**src/rtl/gmii_tx_arb.sv**
```systemverilog
// gmii_tx_arb: two-source GMII transmit arbiter with preamble/SFD insertion,
// underrun abort with drain, and a programmable inter-frame gap.
// Optional per-source frame and abort counters: define GMII_TX_ARB_STAT_EN.
module gmii_tx_arb #(
    parameter int unsigned IFG_CYCLES = 12
) (
    input  logic       gmii_tx_clk,
    input  logic       rst,
    input  logic       s0_valid,
    input  logic [7:0] s0_data,
    input  logic       s0_last,
    output logic       s0_ready,
    input  logic       s1_valid,
    input  logic [7:0] s1_data,
    input  logic       s1_last,
    output logic       s1_ready,
    output logic       gmii_tx_en,
    output logic [7:0] gmii_txd,
    output logic       underrun,
    output logic       busy
`ifdef GMII_TX_ARB_STAT_EN
    ,
    output logic [15:0] frames0,
    output logic [15:0] frames1,
    output logic [15:0] underruns
`endif
);

    typedef enum logic [2:0] {
        ST_IDLE     = 3'd0,
        ST_PREAMBLE = 3'd1,
        ST_PAYLOAD  = 3'd2,
        ST_DRAIN    = 3'd3,
        ST_IFG      = 3'd4
    } state_t;

    // Last counter value before leaving the state.
    localparam logic [2:0] PRE_LAST = 3'd6;
    localparam logic [7:0] IFG_LAST = 8'(IFG_CYCLES - 32'd1);

    state_t      state_q, state_d;
    logic        grant_q, grant_d;          // 0 = source 0, 1 = source 1
    logic        last_grant_q, last_grant_d;
    logic [2:0]  pre_cnt_q, pre_cnt_d;
    logic [7:0]  ifg_cnt_q, ifg_cnt_d;
    logic        tx_en_q, tx_en_d;
    logic [7:0]  txd_q, txd_d;
    logic        underrun_q, underrun_d;

    logic        sel_valid_s;
    logic [7:0]  sel_data_s;
    logic        sel_last_s;
    logic        accept_phase_s;

    assign sel_valid_s    = grant_q ? s1_valid : s0_valid;
    assign sel_data_s     = grant_q ? s1_data  : s0_data;
    assign sel_last_s     = grant_q ? s1_last  : s0_last;
    // Ready is withheld while reset is asserted so no byte is lost to the reset edge.
    assign accept_phase_s = ((state_q == ST_PAYLOAD) || (state_q == ST_DRAIN)) && !rst;

    assign s0_ready   = accept_phase_s && !grant_q;
    assign s1_ready   = accept_phase_s &&  grant_q;
    assign gmii_tx_en = tx_en_q;
    assign gmii_txd   = txd_q;
    assign underrun   = underrun_q;
    assign busy       = (state_q != ST_IDLE);

    // Next-state, grant, counters and next registered GMII outputs.
    always_comb begin
        state_d      = state_q;
        grant_d      = grant_q;
        last_grant_d = last_grant_q;
        pre_cnt_d    = pre_cnt_q;
        ifg_cnt_d    = ifg_cnt_q;
        tx_en_d      = 1'b0;
        txd_d        = 8'h00;
        underrun_d   = 1'b0;
        case (state_q)
            ST_IDLE: begin
                if (s0_valid || s1_valid) begin
                    if (s0_valid && s1_valid) begin
                        grant_d = ~last_grant_q;
                    end else begin
                        grant_d = s1_valid;
                    end
                    last_grant_d = grant_d;
                    state_d      = ST_PREAMBLE;
                    pre_cnt_d    = 3'd0;
                    tx_en_d      = 1'b1;
                    txd_d        = 8'h55;
                end else begin
                    state_d = ST_IDLE;
                end
            end
            ST_PREAMBLE: begin
                tx_en_d = 1'b1;
                if (pre_cnt_q == PRE_LAST) begin
                    txd_d     = 8'hD5;
                    state_d   = ST_PAYLOAD;
                    pre_cnt_d = 3'd0;
                end else begin
                    txd_d     = 8'h55;
                    pre_cnt_d = pre_cnt_q + 3'd1;
                end
            end
            ST_PAYLOAD: begin
                if (sel_valid_s) begin
                    tx_en_d = 1'b1;
                    txd_d   = sel_data_s;
                    if (sel_last_s) begin
                        state_d   = ST_IFG;
                        ifg_cnt_d = 8'd0;
                    end else begin
                        state_d = ST_PAYLOAD;
                    end
                end else begin
                    underrun_d = 1'b1;
                    state_d    = ST_DRAIN;
                end
            end
            ST_DRAIN: begin
                if (sel_valid_s && sel_last_s) begin
                    state_d   = ST_IFG;
                    ifg_cnt_d = 8'd0;
                end else begin
                    state_d = ST_DRAIN;
                end
            end
            ST_IFG: begin
                if (ifg_cnt_q == IFG_LAST) begin
                    state_d   = ST_IDLE;
                    ifg_cnt_d = 8'd0;
                end else begin
                    ifg_cnt_d = ifg_cnt_q + 8'd1;
                end
            end
            default: begin
                state_d   = ST_IDLE;
                pre_cnt_d = 3'd0;
                ifg_cnt_d = 8'd0;
            end
        endcase
    end

    // State, grant, counters and GMII output registers.
    always_ff @(posedge gmii_tx_clk) begin
        if (rst) begin
            state_q      <= ST_IDLE;
            grant_q      <= 1'b0;
            last_grant_q <= 1'b1;
            pre_cnt_q    <= 3'd0;
            ifg_cnt_q    <= 8'd0;
            tx_en_q      <= 1'b0;
            txd_q        <= 8'h00;
            underrun_q   <= 1'b0;
        end else begin
            state_q      <= state_d;
            grant_q      <= grant_d;
            last_grant_q <= last_grant_d;
            pre_cnt_q    <= pre_cnt_d;
            ifg_cnt_q    <= ifg_cnt_d;
            tx_en_q      <= tx_en_d;
            txd_q        <= txd_d;
            underrun_q   <= underrun_d;
        end
    end

`ifdef GMII_TX_ARB_STAT_EN
    logic        frame_done_s;
    logic        abort_s;
    logic [15:0] frames0_q;
    logic [15:0] frames1_q;
    logic [15:0] underruns_q;

    assign frame_done_s = (state_q == ST_PAYLOAD) && sel_valid_s && sel_last_s;
    assign abort_s      = (state_q == ST_PAYLOAD) && !sel_valid_s;
    assign frames0      = frames0_q;
    assign frames1      = frames1_q;
    assign underruns    = underruns_q;

    // Completed-frame and aborted-frame counters; they wrap naturally at 16 bits.
    always_ff @(posedge gmii_tx_clk) begin
        if (rst) begin
            frames0_q   <= 16'd0;
            frames1_q   <= 16'd0;
            underruns_q <= 16'd0;
        end else begin
            if (frame_done_s && !grant_q) begin
                frames0_q <= frames0_q + 16'd1;
            end else begin
                frames0_q <= frames0_q;
            end
            if (frame_done_s && grant_q) begin
                frames1_q <= frames1_q + 16'd1;
            end else begin
                frames1_q <= frames1_q;
            end
            if (abort_s) begin
                underruns_q <= underruns_q + 16'd1;
            end else begin
                underruns_q <= underruns_q;
            end
        end
    end
`endif

endmodule

```
**config.mk**
```make
export PLATFORM = sky130hd
export DESIGN_NAME = gmii_tx_arb
export DESIGN_NICKNAME = d
export VERILOG_FILES = /design/src/rtl/gmii_tx_arb.sv
export SDC_FILE = /design/constraint.sdc
export NUM_CORES = 1
export LEC_CHECK = 0
export BUFFER_PORTS_ARGS = -buffer_cell sky130_fd_sc_hd__buf_2
export CAP_MARGIN = 20
export CELL_PAD_IN_SITES_DETAIL_PLACEMENT = 1
export CELL_PAD_IN_SITES_GLOBAL_PLACEMENT = 1
export CORE_ASPECT_RATIO = 0.75
export CORE_UTILIZATION = 38
export DETAILED_ROUTE_END_ITERATION = 8
export GPL_ROUTABILITY_DRIVEN = 0
export PLACE_DENSITY = 0.86
export RECOVER_POWER = 50
export SETUP_SLACK_MARGIN = 0.4
export SYNTH_ARGS = -nofsm -noshare
export SYNTH_HDL_FRONTEND = slang
export SYNTH_SLANG_ARGS = --single-unit
```
**constraint.sdc**
```tcl
create_clock -name gmii_tx_clk -period 1.9 [get_ports gmii_tx_clk]
set_clock_uncertainty 0.05 [all_clocks]
set_input_delay 0.285 -clock gmii_tx_clk [delete_from_list [all_inputs] [get_ports gmii_tx_clk]]
set_output_delay 0.285 -clock gmii_tx_clk [all_outputs]
set_load 0.03 [all_outputs]
```
==> flow_summary.yaml <==
synth:
  synth_seq_area_share_pct: 39.6
  yosysTopAreaCellShare_pct: 39.6
  ys_ff_latch: 26
  synth_warnings: 0
  ys_types: 41
  async_flop_share_pct: 0
  synthTopCellsByArea: "dfxtp_1, mux2i_1, nor2_1"
  synthCells: 149
  synth-edff-count: 0
  synth_fp_nets: 173
  syn_area_per_cell_um2: 8.83
  syn_area_um2: 1320
  synth-main-ff-cell: "dfxtp_1"
  synth_top_cell_by_area: "dfxtp_1"
cells_and_area:
  drive_above_1_share_pct: 36.8
  nets: 226
  antenna_cells: 0
  nFillCells: 402
  synthToLayoutAreaGrowth_pct: 38.7
  final_cell_area_um2: 1820
  layout_common_cells: "buf_2, dfxtp_1, buf_4"
detailed_routing:
  vias: 1351
  drtIter0Drc: 53
  drt_wl_total_um: 4530
  drtAntennaViolNets: 0
  wl_per_cell_um: 18.8
  via_per_inst: 5.61
  firstDrtPassIters: 4
  drc_errors: 0
die:
  io_pins: 35
  fp.dieH_um: 52.9
  core_area_um2: 3290
  die_area_um2: 3700
  initial_core_util_pct: 40.0
  rows: 18
  die_x_um: 69.9
worst_setup_path:
  r2r.worst_path.cells: 4
  path_class: "flip-flop to primary output"
  start_kind: "flip-flop"
  critPathMaxFanout: 7
  regToRegSetupSlack_ns: 0.26
  r2r_end: "ifg_cnt_q[2]"
  cp.required_ns: 1.56
  end_kind: "primary output"
  reg2reg_from: "state_q[1]"
  critPathArrivalTime_ns: 1.31
clock_network:
  clock-sinks: 26
  htree_num_levels: 1
  cts_max_path_buffers: 2
  tritoncts: "built"
  numCtsBuffers: 3
  clkTransAtPathRegs_ns: 0.09
  clock_latency_ns: 0.28
  root_buffer: "clkbuf_8"
  cts.hold.buffers_added: 0
grt:
  antenna_found_initial: 0
  grt_max_degree: 15
  grt_usage_pct: 24.3
  grt_pass1_vias: 1416
  grt-ovfl-total: 0
  grt_pass1_wl_um: 6790
sta:
  rsz0062_at_grt: "yes"
  setup_violations: 0
  tns_ns: 0
  min_period_ns: 1.65
  drv_slew: 0
  slew_headroom_pct: 71.2
  finalHoldViolCount: 0
  fmax_ghz: 0.608
  fin_crit_sh_pct: 86.6
  worst_slew_pin_slew_ns: 0.427
pwr:
  power_leakage_nw: 0.773
  switching_share_pct: 26.6
  seq_power_share_pct: 50.9
  power_frac_clock_pct: 32.8
  peakVddDrop_mv: 0.493
  p_comb_share_pct: 16.2
  internal-power_mw: 0.828
  power_density_nw_per_um2: 618
  switchingPower_mw: 0.300
run:
  max_cap_viol_count: 0
status:
  status: "complete, no violations"
hold_path:
  whs_endpoint: "gmii_txd[3]"
  hold_path_startpoint: "s0_data[3]"
  worstHoldPathCells: 3
  min_path_type: "input pin to flip-flop"
place:
  place_area_um2: 1530
  portBuffers: 34
  dp_hpwl_um: 2840
cell type report:
type | count | area (um2) | area share, %
multi-input cells | 110 | 806 | 44.2
well taps | 40 | 50.0 | 2.74
flip-flops and latches | 26 | 528 | 28.9
repair buffers | 58 | 374 | 20.5
inverters | 3 | 11.3 | 0.617
clock buffers | 4 | 55.1 | 3.02
cell families after synthesis:
| kind of cell | after synthesis | synth area share (%) |
|---|---|---|
| DFF | 26 | 39.6 |
| xor gates and xnor gates | 1 | 0.666 |
| AOI/OAI and AO/OA | 32 | 17.7 |
| and+or+nand+nor | 62 | 24.6 |
| muxes | 13 | 10.2 |
| buffers and inverters | 13 | 5.33 |
| adders and majority gates | 2 | 1.90 |
cell usage after synthesis, types with 2 or more instances:
| library cell | n |
|---|---|
| mux2i_1 | 10 |
| nand4_1 | 2 |
| inv_1 | 3 |
| nand4b_1 | 3 |
| nor3b_1 | 3 |
| a21o_1 | 3 |
| nor2_1 | 15 |
| a21o_2 | 2 |
| buf_6 | 2 |
| a32oi_1 | 2 |
| and2_1 | 2 |
| a21oi_1 | 10 |
| buf_2 | 2 |
| nand3_1 | 6 |
| o21ai_0 | 2 |
| a31oi_1 | 4 |
| a22o_1 | 2 |
| and3_1 | 3 |
| nor3_1 | 7 |
| ha_1 | 2 |
| nand2_1 | 14 |
| dfxtp_1 | 26 |
| mux2_2 | 3 |
| clkbuf_1 | 4 |
power by group through the flow:
stage	Sequential, mW	Combinational, mW	Clock [mW]
after floorplan	0.597	0.0813	0
after global placement	0.583	0.141	0
after detailed placement	0.585	0.151	0
after CTS	0.571	0.160	0.378
after global routing	0.576	0.195	0.407
final	0.574	0.183	0.370
layer usage:
| layer | vias up | routed length (um) | track usage [%] |
|---|---|---|---|
| met3 | 10 | 144 | 5.71 |
| met2 | 33 | 2430 | 46.0 |
| met4 | 0 | 114 | 10.0 |
| met1 | 670 | 1850 | 26.5 |
| met5 | - | 0 | 0 |
| li1 | 638 | - | - |
flip-flops by register name, summed over array words and instances, names as in the netlist:
signal,cells
gmii_txd,8
gmii_tx_en,1
grant_q,1
last_grant_q,1
ifg_cnt_q,8
pre_cnt_q,3
state_q,3
underrun,1
per-stage QoR:
step                setup WS (ns)  utilization [%]  hold slack (ns)  total power, mW  instances
CTS                         0.255             53.2            0.198             1.11        231
global route                0.141             55.5            0.199             1.18        241
finish                      0.254             55.5            0.197             1.13        241
detailed placement          0.129             46.5            0.448            0.735        219
global placement            0.227             46.5            0.422            0.723        219
floorplan                   0.323                -            0.379            0.678        149
worst max path at each step:
stage	from	endpoint	depth (start not counted)
after global placement	rst	ifg_cnt_q[6]	6
after detailed placement	state_q[2]	ifg_cnt_q[6]	5
after global routing	grant_q	gmii_txd[7]	5
final	grant_q	s1_ready	3
after CTS	state_q[1]	ifg_cnt_q[2]	4
after floorplan	rst	ifg_cnt_q[6]	6
timing repair:
action                                  CTS  global route
endpoints found under the setup margin   22            19
buffers inserted                          7            10
resized for setup                        27             9
hold endpoints to repair                  0             0
pin swaps                                 5             7
gates cloned                              1             0
worst max-delay path: stages, from the launching register on:
cell     delay, ns
dfxtp_1       0.48
buf_6         0.19
and3_1        0.19
buf_4         0.17
Note: power is estimated with default switching activity, not from simulation.
